[src/rtl/serial_tx_pkg.sv]
// Shared definitions for the serial transmitter: FSM state encoding and line levels.
// Optional feature macro: SERIAL_TX_PARITY_EN (adds an even-parity bit before the stop bit).
package serial_tx_pkg;

    // State encoding values
    localparam logic [2:0] STATE_IDLE   = 3'd0;
    localparam logic [2:0] STATE_START  = 3'd1;
    localparam logic [2:0] STATE_DATA   = 3'd2;
    localparam logic [2:0] STATE_PARITY = 3'd3;
    localparam logic [2:0] STATE_STOP   = 3'd4;

    // Serial line levels
    localparam logic LINE_IDLE = 1'b1;
    localparam logic START_BIT = 1'b0;
    localparam logic STOP_BIT  = 1'b1;

    typedef enum logic [2:0] {
        StIdle   = STATE_IDLE,
        StStart  = STATE_START,
        StData   = STATE_DATA,
`ifdef SERIAL_TX_PARITY_EN
        StParity = STATE_PARITY,
`endif
        StStop   = STATE_STOP
    } state_t;

endpackage

[src/rtl/serial_tx_unit_baud_tick_gen.sv]
// Baud tick generator: one-cycle pulse every BAUD_DIV cycles, restartable by clr.
// The pulse is decoded from the counter register only, so it has no input path.
module baud_tick_gen #(
    parameter int unsigned BAUD_DIV = 16
) (
    input  logic clk,
    input  logic reset,
    input  logic clr,
    output logic tick
);

    localparam int unsigned CNT_W = (BAUD_DIV > 1) ? $clog2(BAUD_DIV) : 1;
    localparam logic [CNT_W-1:0] CNT_MAX = CNT_W'(BAUD_DIV - 1);

    logic [CNT_W-1:0] cnt_q;
    logic [CNT_W-1:0] cnt_d;

    // Next count: restart on clr, wrap at the bit boundary
    always_comb begin
        cnt_d = cnt_q + 1'b1;
        if (clr || (cnt_q == CNT_MAX)) begin
            cnt_d = '0;
        end
    end

    // Counter register
    always_ff @(posedge clk or posedge reset) begin
        if (reset) begin
            cnt_q <= '0;
        end else begin
            cnt_q <= cnt_d;
        end
    end

    assign tick = (cnt_q == CNT_MAX);

endmodule

[src/rtl/serial_tx_unit.sv]
// UART-style parallel-in/serial-out transmitter: start bit, DATA_W data bits LSB-first,
// optional even parity (SERIAL_TX_PARITY_EN), one stop bit. tx_out/tx_done are registered.
module serial_tx_unit
    import serial_tx_pkg::*;
#(
    parameter int unsigned DATA_W   = 8,
    parameter int unsigned BAUD_DIV = 16
) (
    input  logic              clk,
    input  logic              reset,
    input  logic              p_load,
    input  logic              tx_dat,
    input  logic [DATA_W-1:0] din,
    output logic              tx_out,
    output logic              tx_done
);

    localparam int unsigned BIT_W = (DATA_W > 1) ? $clog2(DATA_W) : 1;
    localparam logic [BIT_W-1:0] LAST_BIT = BIT_W'(DATA_W - 1);

    state_t            state_q, state_d;
    logic [DATA_W-1:0] hold_q, hold_d;
    logic [DATA_W-1:0] shift_q, shift_d;
    logic [BIT_W-1:0]  bit_cnt_q, bit_cnt_d;
    logic              tx_out_q, tx_out_d;
    logic              tx_done_q, tx_done_d;
`ifdef SERIAL_TX_PARITY_EN
    logic              par_q, par_d;
`endif
    logic              accept;
    logic              tick;

    assign accept = (state_q == StIdle) && tx_dat;

    baud_tick_gen #(
        .BAUD_DIV(BAUD_DIV)
    ) u_baud_tick_gen (
        .clk  (clk),
        .reset(reset),
        .clr  (accept),
        .tick (tick)
    );

    // Next-state, datapath and registered-output values
    always_comb begin
        state_d   = state_q;
        hold_d    = hold_q;
        shift_d   = shift_q;
        bit_cnt_d = bit_cnt_q;
        tx_out_d  = tx_out_q;
        tx_done_d = tx_done_q;
`ifdef SERIAL_TX_PARITY_EN
        par_d     = par_q;
`endif
        unique case (state_q)
            StIdle: begin
                if (p_load) begin
                    hold_d = din;
                end
                if (tx_dat) begin
                    // Same-cycle load bypasses the holding register
                    shift_d   = p_load ? din : hold_q;
                    bit_cnt_d = '0;
                    tx_out_d  = START_BIT;
                    tx_done_d = 1'b0;
                    state_d   = StStart;
`ifdef SERIAL_TX_PARITY_EN
                    par_d     = 1'b0;
`endif
                end
            end
            StStart: begin
                if (tick) begin
                    tx_out_d  = shift_q[0];
                    bit_cnt_d = '0;
                    state_d   = StData;
                end
            end
            StData: begin
                if (tick) begin
                    shift_d = shift_q >> 1;
`ifdef SERIAL_TX_PARITY_EN
                    par_d   = par_q ^ shift_q[0];
`endif
                    if (bit_cnt_q == LAST_BIT) begin
`ifdef SERIAL_TX_PARITY_EN
                        tx_out_d = par_q ^ shift_q[0];
                        state_d  = StParity;
`else
                        tx_out_d = STOP_BIT;
                        state_d  = StStop;
`endif
                    end else begin
                        bit_cnt_d = bit_cnt_q + 1'b1;
                        tx_out_d  = shift_d[0];
                    end
                end
            end
`ifdef SERIAL_TX_PARITY_EN
            StParity: begin
                if (tick) begin
                    tx_out_d = STOP_BIT;
                    state_d  = StStop;
                end
            end
`endif
            StStop: begin
                if (tick) begin
                    tx_out_d  = LINE_IDLE;
                    tx_done_d = 1'b1;
                    state_d   = StIdle;
                end
            end
            default: begin
                tx_out_d  = LINE_IDLE;
                tx_done_d = 1'b1;
                state_d   = StIdle;
            end
        endcase
    end

    // State, datapath and output registers; reset aborts any frame at once
    always_ff @(posedge clk or posedge reset) begin
        if (reset) begin
            state_q   <= StIdle;
            hold_q    <= '0;
            shift_q   <= '0;
            bit_cnt_q <= '0;
            tx_out_q  <= LINE_IDLE;
            tx_done_q <= 1'b1;
`ifdef SERIAL_TX_PARITY_EN
            par_q     <= 1'b0;
`endif
        end else begin
            state_q   <= state_d;
            hold_q    <= hold_d;
            shift_q   <= shift_d;
            bit_cnt_q <= bit_cnt_d;
            tx_out_q  <= tx_out_d;
            tx_done_q <= tx_done_d;
`ifdef SERIAL_TX_PARITY_EN
            par_q     <= par_d;
`endif
        end
    end

    assign tx_out  = tx_out_q;
    assign tx_done = tx_done_q;

endmodule

[config.mk]
export PLATFORM = sky130hd
export DESIGN_NAME = serial_tx_unit
export DESIGN_NICKNAME = d
export VERILOG_FILES = /design/src/rtl/serial_tx_pkg.sv /design/src/rtl/serial_tx_unit_baud_tick_gen.sv /design/src/rtl/serial_tx_unit.sv
export SDC_FILE = /design/constraint.sdc
export NUM_CORES = 1
export LEC_CHECK = 0
export CELL_PAD_IN_SITES_DETAIL_PLACEMENT = 0
export CELL_PAD_IN_SITES_GLOBAL_PLACEMENT = 1
export CORE_AREA = 2 2 51 72
export DETAILED_ROUTE_END_ITERATION = 16
export DIE_AREA = 0 0 53 74
export GPL_TIMING_DRIVEN = 0
export HOLD_SLACK_MARGIN = 0.15
export PLACE_DENSITY = 0.83
export SYNTH_ARGS = -nofsm -noshare
export SYNTH_HDL_FRONTEND = slang
export SYNTH_SLANG_ARGS = --single-unit
[constraint.sdc]
create_clock -name clk -period 2.05 [get_ports clk]
set_input_delay 0.3075 -clock clk [delete_from_list [all_inputs] [get_ports clk]]
set_output_delay 0.3075 -clock clk [all_outputs]
set_load 0.01 [all_outputs]
; After elaboration in Yosys (flattened, before gate mapping)
; Cells that the tools add are included.
[totals]
input_bits = 12
ff_bits = 28
output_inout_bits = 2
word_cells = 54
[op_classes]
n_eq_ne = 11
n_reduce_logical = 11
muxes = 22
addsub = 2
bitwise_logic = 1
[ops]
columns = operator, n
row1 = 3-bit two-way mux, 8
row2 = 8-bit two-way mux, 3
row3 = 8-bit one-hot mux with 2 select lines, 1
row4 = "2-bit inequality test, second input constant", 6
row5 = 3-bit one-hot mux with 4 select lines, 1
row6 = 5-bit AND reduction, 2
row7 = 3-bit one-hot mux with 3 select lines, 1
row8 = "3-bit == test, second input constant", 2
row9 = 3-bit AND reduction, 2
row10 = 1-bit two-way mux, 5
row11 = "4-bit by 1-bit adder with 4-bit output, second input constant", 1
row12 = "4-bit == test, second input constant", 1
row13 = 4-bit two-way mux, 1
row14 = 1-bit one-hot mux with 4 select lines, 1
row15 = 4-bit AND reduction, 1
row16 = "3-bit by 1-bit adder with 3-bit output, second input constant", 1
row17 = "3-bit by 1-bit == test with 1-bit output, second input constant", 1
row18 = "3-bit by 2-bit == test with 1-bit output, second input constant", 1
row19 = 3-bit logical NOT, 1
row20 = 1-bit one-hot mux with 3 select lines, 1
row21 = 3-bit nonzero test, 1
row22 = 2-bit nonzero test, 1
row23 = 2-bit OR reduction, 1
row24 = 1-bit logical AND, 1
row25 = other kinds (2), 2

; Logic depth before layout (Yosys ltp)
; Gate-level depths: netlist of the first run.
[logic_depth]
depth_word = 4
mapped_depth = 6

; Cells and area by module
; A second synthesis of the first run with hierarchy kept.
[hier_totals]
cells_unflattened = 135
hier_area_um2 = 1515.2
[modules_own_cells]
columns = mod, n_inst, area_per_inst_um2, cells_each
row1 = serial_tx_unit, 1, 1340.0, 121
row2 = baud_tick_gen, 1, 175.2, 14

; Least setup slack after synthesis of the first run
; Ideal clock, no wire load.
[synth_path]
kind = reg2reg
from = register u_baud_tick_gen.cnt_q[0]
to = register bit_cnt_q[0]
n_path_buf = 1
arrival_time_ns = 1.716
slack_ns = 0.209
path_stages_with_launch = 7
cell_sequence = dfrtp_1 > ha_1 > and3_1 > buf_6 > or3_4 > and4b_4 > mux2_4
[synth_between]
elab_chain_len = 3
word_cells_on_any_way = 4
cone_classes = eq/ne: 3 / reduce/logical: 1
[synth_rtl]
columns = item, line_no
row1 = from (decl), serial_tx_unit_baud_tick_gen.sv:15  ; logic [CNT_W-1:0] cnt_q;
row2 = from (signal assigned), serial_tx_unit_baud_tick_gen.sv:31  ; cnt_q <= cnt_d;
row3 = 4-bit == test *, serial_tx_unit_baud_tick_gen.sv:35  ; assign tick = (cnt_q == CNT_MAX);
row4 = 2-bit inequality test (no source line), n/a
row5 = 5-bit AND reduction (no source line) *, n/a
row6 = to (signal assigned), serial_tx_unit.sv:138  ; bit_cnt_q <= bit_cnt_d;
row7 = to (decl), serial_tx_unit.sv:24  ; logic [BIT_W-1:0] bit_cnt_q, bit_cnt_d;
; Every way passes the cells marked *; elsewhere a longest branch is shown, timed or not.
; A chain may end at the register's enable or synchronous reset.

; Final worst setup path of the first run
; Same ends and word-level chain as after synthesis.

==> results of run 1 <==
-- where the power goes --
group	switching (mW)	leakage, nW	internal [mW]
Sequential	0.162	0.326	0.801
Clock	0.171	0.0357	0.261
Combinational	0.327	0.308	0.407
Total	0.659	0.670	1.47
-- layout by cell type, fill, tap and decap left out, types with 2 or more instances in the layout --
| cell | instances |
|---|---|
| a21oi_1 | 9 |
| and3_1 | 2 |
| clkbuf_1 | 5 |
| clkbuf_8 | 3 |
| clkdlybuf4s50_1 | 12 |
| dfrtp_1 | 26 |
| dfstp_2 | 2 |
| ha_1 | 3 |
| inv_1 | 4 |
| mux2_2 | 4 |
| mux2i_1 | 10 |
| nand2_1 | 13 |
| nand3_1 | 4 |
| nand3b_1 | 3 |
| nor2_1 | 10 |
| nor3_1 | 4 |
| o21ai_0 | 2 |
| o221a_2 | 7 |
| or3_1 | 2 |
| xnor2_1 | 2 |
-- synth_stat cells (2+ instances only) --
cell       n  area, um^2
xnor2_1    2        17.5
dfrtp_1   26         651
nand3_1    4        20.0
nand2_1   13        48.8
dfstp_2    2        52.6
o221a_2    7        78.8
mux2_2     4        45.0
nor3_1     5        25.0
mux2i_1   10         100
nand3b_1   3        22.5
and3_1     2        12.5
inv_1      4        15.0
or3_1      2        12.5
clkbuf_1   5        18.8
a21oi_1    9        45.0
nor2_1    10        37.5
o21ai_0    2        10.0
ha_1       3        37.5
-- worst max-delay path, cell delays in order, from the launching register on --
cell     delay (ns)
dfrtp_1        0.41
ha_1           0.25
and3_1         0.16
buf_6          0.13
or3_4          0.37
and4b_4        0.22
mux2_4         0.30
-- sequential cells by signal (all words and copies together), names as in the netlist --
name	flops
u_baud_tick_gen.cnt_q	4
state_q	3
bit_cnt_q	3
tx_done	1
tx_out	1
hold_q	8
shift_q	8
-- kinds of logic after synthesis --
kind of cell             Yosys count
AO/OA/AOI/OAI                     22
flip-flops                        28
buffers and inverters             10
multiplexers                      15
adder cells (fa/ha/maj)            3
XOR/XNOR                           3
AND/OR/NAND/NOR                   45
-- worst max path at each step --
stage	end	slack (ns)	depth (start not counted)
after floorplan	bit_cnt_q[0]	0.21	6
after global placement	shift_q[5]	-0.18	5
after detailed placement	shift_q[6]	-0.19	5
after CTS	shift_q[6]	0.03	4
after global routing	bit_cnt_q[0]	0.05	6
final	bit_cnt_q[0]	0.11	6
-- metal layers --
metal  vias up  global-route usage [%]  share of wire (%)
met5         -                       0                  0
met4         0                    6.84               0.74
met3         2                    2.41                3.5
met2        22                    28.7                 54
met1       484                    16.1                 42
li1        483                       -                  -
-- per-stage QoR --
step | total power, mW | cells | TNS, ns | setup slack [ns]
floorplan | 1.51 | 126 | 0 | 0.209
global route | 2.27 | 182 | 0 | 0.0533
finish | 2.13 | 182 | 0 | 0.107
detailed placement | 1.71 | 178 | -1.25 | -0.190
global placement | 1.67 | 178 | -1.34 | -0.181
CTS | 2.14 | 182 | 0 | 0.0332
-- layout make-up --
cell class | instances | area share (%)
Multi-Input combinational cell | 88 | 38.8
Clock buffer | 3 | 2.55
Inverter | 4 | 0.928
Buffer | 6 | 1.86
Clock inverter | 1 | 1.86
Timing Repair Buffer | 12 | 7.42
Sequential cell | 28 | 43.5
Tap cell | 40 | 3.09
==> impl_metrics.py, run 1 <==
metrics = {
    "clock_tree": {
        "postCtsSetupRepairBufs": 0,
        "cts_tree": "done",
        "cts_htree_levels": 1,
        "cts-hold-fix-buffers": 0,
        "postCtsResizedCells": 0,
        "clock_latency_ns": 0.27,
        "cts.path.max_buffers": 2,
        "clkTransAtPathRegs_ns": 0.09,
        "cts_buffers": 3,
        "numClockSinks": 28,
        "root_buffer": "clkbuf_8",
    },
    "floorplan": {
        "die_h_um": 74,
        "die_x_um": 53,
        "rows": 25,
        "core_area_um2": 3280,
        "io_pins": 14,
        "start_util_pct": 41.8,
        "design.die.area_um2": 3920,
    },
    "detailed_routing": {
        "wl_um": 2580,
        "viasPerCell": 5.45,
        "ant_nets": 0,
        "drt_iter0_drc": 24,
        "wl_per_cell_um": 14.2,
        "vias": 991,
        "drc": 0,
        "dr.pass1.iters": 4,
    },
    "final_layout": {
        "multiInputGateArea_um2": 628,
        "n_antenna_cell": 0,
        "nNetsFinal": 158,
        "drive_gt1_share_pct": 15.5,
        "postLayoutCellArea_um2": 1620,
        "area_growth_pct": 18.0,
        "seq_area_um2": 703,
        "fill_cells": 312,
        "fin_util_pct": 49.3,
    },
    "critical_path": {
        "cp.required_ns": 2.21,
        "r2r_start": "u_baud_tick_gen.cnt_q[0]",
        "critPathKind": "register to register",
        "arrival_ns": 2.11,
        "crit_path_max_fanout": 8,
        "worstSetupStartpointType": "register",
        "startpoint": "u_baud_tick_gen.cnt_q[0]",
        "r2r_cells": 6,
        "end_kind": "register",
        "rr_endpoint": "bit_cnt_q[0]",
        "reg2reg_slack_ns": 0.11,
    },
    "hold_path": {
        "holdPathStages": 1,
        "worst_hold_startpoint": "u_baud_tick_gen.cnt_q[0]",
        "hold_end": "u_baud_tick_gen.cnt_q[0]",
        "min_path_type": "register to register",
    },
    "timing": {
        "worst_pin_slew_ns": 1.03,
        "period_minus_slack_ns": 1.94,
        "relSlewSlack_pct": 31.0,
        "fmax_mhz": 515,
        "rsz0062_at_grt": "no",
        "slew_viol_final": 0,
        "hold_ws_ns": 0.480,
        "period_share_pct": 94.8,
        "setup_viol_count_final": 0,
        "skew_ns": 0.00156,
        "hold_viol_final": 0,
    },
    "yosys": {
        "syn-instance-count": 126,
        "synth_top_family_by_area": "simple AND/OR/NAND/NOR gates",
        "syn_area_per_cell_um2": 10.9,
        "synthAdderAreaFrac_pct": 2.74,
        "async_flop_share_pct": 100,
        "synth_mux_area_share_pct": 11.7,
        "synth_seq_cells": 28,
        "synth_fp_nets": 141,
        "synth-edff-count": 0,
        "synth-simple-area-share_pct": 17.0,
        "yosysWarnings": 0,
        "synthesis.area_um2": 1370,
        "synthXorXnorAreaFrac_pct": 1.92,
        "synth_cell_types": 31,
        "ys_seq_area_share_pct": 51.3,
        "ys.flop_type": "dfrtp_1",
        "synth_compound_area_share_pct": 12.1,
    },
    "global_route": {
        "grt_pass1_vias": 1058,
        "grt_usage_pct": 15.2,
        "antenna_found_initial": 0,
        "grt_max_degree": 29,
        "grt_pass1_wl_um": 4370,
        "gr-total-overflow": 0,
    },
    "place": {
        "routabilityCongestion": 0.820,
        "dp.final_hpwl_um": 1950,
        "place_area_um2": 1540,
        "io_buffers": 12,
    },
    "pwr": {
        "pwr_density_cell_nw_per_um2": 1320,
        "p_leak_nw": 0.670,
        "max-vdd-ir-drop_mv": 0.664,
    },
    "run": {
        "cap_violations": 0,
    },
    "outcome": {
        "status": "completed",
    },
}
Note: power is estimated with default switching activity, not from simulation.
==> run 2, diff against run 1 <==
CAP_MARGIN = 20   (was default)
==> impl_metrics.py, run 2 (synthesis results as in run 1) <==
metrics = {
    "clock_tree": {
        "numClockSinks": 28,
        "postCtsResizedCells": 0,
        "cts.path.max_buffers": 2,
        "cts_buffers": 3,
        "clock_latency_ns": 0.27,
        "cts_tree": "done",
        "cts_htree_levels": 1,
        "clkTransAtPathRegs_ns": 0.09,
        "root_buffer": "clkbuf_8",
        "cts-hold-fix-buffers": 0,
        "postCtsSetupRepairBufs": 0,
    },
    "global_route": {
        "busiest_layer": "met2",
        "grt_pass1_vias": 1058,
        "grt_pass1_wl_um": 4370,
        "gr-total-overflow": 0,
        "grt.met1_usage_pct": 16.1,
        "grt_usage_pct": 15.2,
        "grt_max_degree": 29,
        "antenna_found_initial": 0,
        "met2_usage_pct": 28.7,
        "use_met3_pct": 2.41,
    },
    "outcome": {
        "status": "completed",
    },
    "floorplan": {
        "die_x_um": 53,
        "die_h_um": 74,
        "rows": 25,
        "design.die.area_um2": 3920,
        "io_pins": 14,
        "core_area_um2": 3280,
        "start_util_pct": 41.8,
    },
    "timing": {
        "setup_viol_count_final": 0,
        "hold_viol_final": 0,
        "skew_ns": 0.00297,
        "fmax_mhz": 515,
        "slew_viol_final": 0,
        "worst_pin_slew_ns": 0.574,
        "period_minus_slack_ns": 1.94,
        "period_share_pct": 94.7,
        "fin_ws_ns": 0.108,
        "tns_ns": 0,
        "relSlewSlack_pct": 61.7,
        "rsz0062_at_grt": "no",
    },
    "final_layout": {
        "multiInputGateArea_um2": 623,
        "seq_area_um2": 703,
        "area_growth_pct": 19.4,
        "drive_gt1_share_pct": 16.0,
        "nNetsFinal": 160,
        "fill_cells": 309,
        "final_cell_mix": "26 x dfrtp_1, 13 x nand2_1, 12 x clkdlybuf4s50_1",
        "n_antenna_cell": 0,
        "top_regs": "hold_q x8, shift_q x8, u_baud_tick_gen.cnt_q x4",
        "mostFrequentLayoutCell": "dfrtp_1",
        "instances_no_fill": 184,
    },
    "critical_path": {
        "crit_path_max_fanout": 8,
        "worstSetupStartpointType": "register",
        "critPathKind": "register to register",
        "end_kind": "register",
        "cp.required_ns": 2.21,
        "arrival_ns": 2.10,
        "r2r_cells": 6,
    },
    "hold_path": {
        "min_path_type": "primary input to asynchronous set/reset pin",
    },
    "detailed_routing": {
        "drc": 0,
        "wl_um": 2590,
        "vias": 1003,
        "viasPerCell": 5.45,
        "ant_nets": 0,
        "dr.pass1.iters": 4,
        "wl_per_cell_um": 14.1,
        "drt_iter0_drc": 17,
    },
    "pwr": {
        "max-vdd-ir-drop_mv": 0.662,
        "p_leak_nw": 0.680,
        "pwr_density_cell_nw_per_um2": 1300,
    },
    "run": {
        "cap_violations": 0,
    },
    "place": {
        "place_ws_ns": -0.190,
        "post-place-cells": 178,
        "routabilityCongestion": 0.820,
        "dp.final_hpwl_um": 1950,
        "io_buffers": 12,
    },
}
==> run 2: cell count changes in the layout (fill, tap and decap cells not counted) <==
cell / previous run / this run
buf_12: 0 / 1
buf_2: 0 / 1
nor3_1: 4 / 5
nor3_2: 1 / 0
==> run 2: routing by layer <==
metal,vias up,routed length [um]
met5,-,0
met4,0,19
met3,2,82
met2,17,1410
met1,494,1080
li1,490,-
==> run 2: through the flow <==
step	instance area (um^2)	hold slack (ns)	util (%)	power [mW]
6_report	1640	0.220	49.9	2.13
5_1_grt	1640	0.225	49.9	2.27
4_1_cts	1610	0.481	49.1	2.14
3_5_place_dp	1540	0.464	46.9	1.71
3_3_place_gp	1540	0.451	46.9	1.67
2_1_floorplan	1370	0.371	-	1.51
==> run 2: critical path, stage by stage (launching register included) <==
cell and delay (ns):
dfrtp_1 0.41, ha_1 0.25, and3_1 0.16, buf_6 0.13
or3_4 0.37, and4b_4 0.22, mux2_4 0.30
==> run 2: final timing paths <==
kind / start / endpoint / slack (ns)
min: reset / bit_cnt_q[2] / 0.22
max reg2reg: u_baud_tick_gen.cnt_q[0] / bit_cnt_q[0] / 0.11
min in group clk: u_baud_tick_gen.cnt_q[0] / u_baud_tick_gen.cnt_q[0] / 0.48
max: u_baud_tick_gen.cnt_q[0] / bit_cnt_q[0] / 0.11
max in group asynchronous: reset / tx_out / 1.38
min reg2reg: u_baud_tick_gen.cnt_q[0] / u_baud_tick_gen.cnt_q[0] / 0.48
==> run 2: layout make-up <==
| class | count | area share [%] |
|---|---|---|
| clock inverters | 1 | 1.83 |
| clock buffers | 3 | 2.52 |
| plain buffers | 6 | 1.83 |
| well taps | 40 | 3.06 |
| repair buffers | 14 | 8.86 |
| flip-flops and latches | 28 | 42.9 |
| multi-input cells | 88 | 38.0 |
| inverters | 4 | 0.917 |
==> run 2: report_power, final <==
part	total, mW	internal (mW)	switching, mW	leakage (nW)
combinational	0.739	0.413	0.327	0.318
clock	0.426	0.261	0.165	0.0357
sequential	0.963	0.801	0.162	0.326
total	2.13	1.47	0.654	0.680
==> run 3, diff against run 2 <==
CORE_AREA = 2 2 56 80   (was 2 2 51 72)
DIE_AREA = 0 0 58 82   (was 0 0 53 74)
PLACE_DENSITY = 0.72   (was 0.83)
==> impl_metrics.py, run 3 (synthesis results as in run 1) <==
metrics = {
    "outcome": {
        "status": "completed",
    },
    "pwr": {
        "max-vdd-ir-drop_mv": 0.605,
        "pwr_density_cell_nw_per_um2": 1250,
        "p_leak_nw": 0.676,
    },
    "global_route": {
        "met2_usage_pct": 22.2,
        "busiest_layer": "met2",
        "grt_pass1_wl_um": 4320,
        "grt_max_degree": 29,
        "grt_usage_pct": 11.9,
        "use_met3_pct": 1.89,
        "gr-total-overflow": 0,
        "antenna_found_initial": 0,
        "grt.met1_usage_pct": 13.5,
        "grt_pass1_vias": 1036,
    },
    "timing": {
        "hold_viol_final": 0,
        "fmax_mhz": 518,
        "period_share_pct": 94.2,
        "relSlewSlack_pct": 62.1,
        "slew_viol_final": 0,
        "worst_pin_slew_ns": 0.569,
        "fin_ws_ns": 0.120,
        "hold_ws_ns": 0.280,
        "rsz0062_at_grt": "no",
        "setup_viol_count_final": 0,
        "skew_ns": 0.00241,
        "period_minus_slack_ns": 1.93,
    },
    "detailed_routing": {
        "vias": 967,
        "viasPerCell": 5.12,
        "drc": 0,
        "ant_nets": 0,
        "wl_per_cell_um": 13.5,
        "dr.pass1.iters": 3,
        "drt_iter0_drc": 19,
        "wl_um": 2560,
    },
    "final_layout": {
        "top_regs": "hold_q x8, shift_q x8, u_baud_tick_gen.cnt_q x4",
        "n_antenna_cell": 0,
        "area_growth_pct": 19.3,
        "drive_gt1_share_pct": 16.0,
        "instances_no_fill": 189,
        "postLayoutCellArea_um2": 1640,
        "fin_util_pct": 40.2,
        "nNetsFinal": 160,
        "final_cell_mix": "26 x dfrtp_1, 13 x nand2_1, 12 x clkdlybuf4s50_1",
        "mostFrequentLayoutCell": "dfrtp_1",
    },
    "clock_tree": {
        "numClockSinks": 28,
        "root_buffer": "clkbuf_8",
        "postCtsResizedCells": 0,
        "cts.path.max_buffers": 2,
        "cts_tree": "done",
        "cts_buffers": 3,
        "cts_htree_levels": 1,
        "postCtsSetupRepairBufs": 0,
        "cts-hold-fix-buffers": 0,
        "clkTransAtPathRegs_ns": 0.09,
        "clock_latency_ns": 0.27,
    },
    "critical_path": {
        "max_stage_delay_ns": 0.41,
        "cp.required_ns": 2.21,
        "critPathKind": "register to register",
        "arrival_ns": 2.09,
        "path_cells": "ha_1, and3_1, buf_6, or3_4, and4b_4, mux2_4",
        "worstSetupStartpointType": "register",
        "slowest_stage": "dfrtp_1",
        "rr_endpoint": "bit_cnt_q[0]",
        "r2r_cells": 6,
        "reg2reg_slack_ns": 0.12,
        "crit_path_max_fanout": 8,
        "end_kind": "register",
        "r2r_start": "u_baud_tick_gen.cnt_q[0]",
    },
    "place": {
        "io_buffers": 12,
        "routabilityCongestion": 0.833,
        "place_ws_ns": -0.213,
        "dp.final_hpwl_um": 1970,
        "place_area_um2": 1550,
        "post-place-cells": 183,
    },
    "floorplan": {
        "io_pins": 14,
        "die_x_um": 58,
        "die_h_um": 82,
        "design.die.area_um2": 4760,
        "rows": 28,
        "core_area_um2": 4060,
        "start_util_pct": 33.7,
    },
    "hold_path": {
        "min_path_type": "primary input to asynchronous set/reset pin",
    },
    "run": {
        "cap_violations": 0,
    },
}
==> run 3: cell count changes in the layout (fill, tap and decap cells not counted) <==
cell and change:
buf_12 -1, buf_16 +1, buf_2 -1, bufinv_16 -1
clkbuf_2 +1, clkbuf_8 +1
==> run 3: cell type report <==
cell class                      instances  area [um^2]
Buffer                                  6         30.0
Clock buffer                            4         55.1
Fill cell                             403         2430
Inverter                                4         15.0
Multi-Input combinational cell         88          623
Sequential cell                        28          703
Tap cell                               45         56.3
Timing Repair Buffer                   14          153
==> run 3: worst max-delay path by stage <==
stage                         to  depth (start not counted)                      from
floorplan           bit_cnt_q[0]                          6  u_baud_tick_gen.cnt_q[0]
global placement      shift_q[4]                          5                    tx_dat
detailed placement    shift_q[3]                          5                    tx_dat
CTS                   shift_q[3]                          4                state_q[1]
global route        bit_cnt_q[0]                          6  u_baud_tick_gen.cnt_q[0]
finish              bit_cnt_q[0]                          6  u_baud_tick_gen.cnt_q[0]
==> run 3: through the flow <==
| step | setup TNS, ns | total power, mW |
|---|---|---|
| 5_1_grt | 0 | 2.19 |
| 2_1_floorplan | 0 | 1.51 |
| 6_report | 0 | 2.04 |
| 3_5_place_dp | -1.40 | 1.71 |
| 3_3_place_gp | -1.35 | 1.67 |
| 4_1_cts | 0 | 2.05 |
==> run 3: power by group <==
group	internal, mW	leakage [nW]	switching (mW)
logic	0.416	0.321	0.329
registers	0.800	0.326	0.152
clock network	0.172	0.0288	0.167
==> run 3: critical path, delay by kind of cell (launching register included) <==
| family | cells | cell delay, ns |
|---|---|---|
| simple gates | 3 | 0.74 |
| flops | 1 | 0.41 |
| mux | 1 | 0.29 |
| fa+ha+maj | 1 | 0.24 |
| buf+inv | 1 | 0.13 |
==> run 3: layer usage <==
metal,up-vias,routed length (um)
met5,-,0
met4,0,19
met3,2,63
met2,11,1380
met1,468,1100
li1,486,-
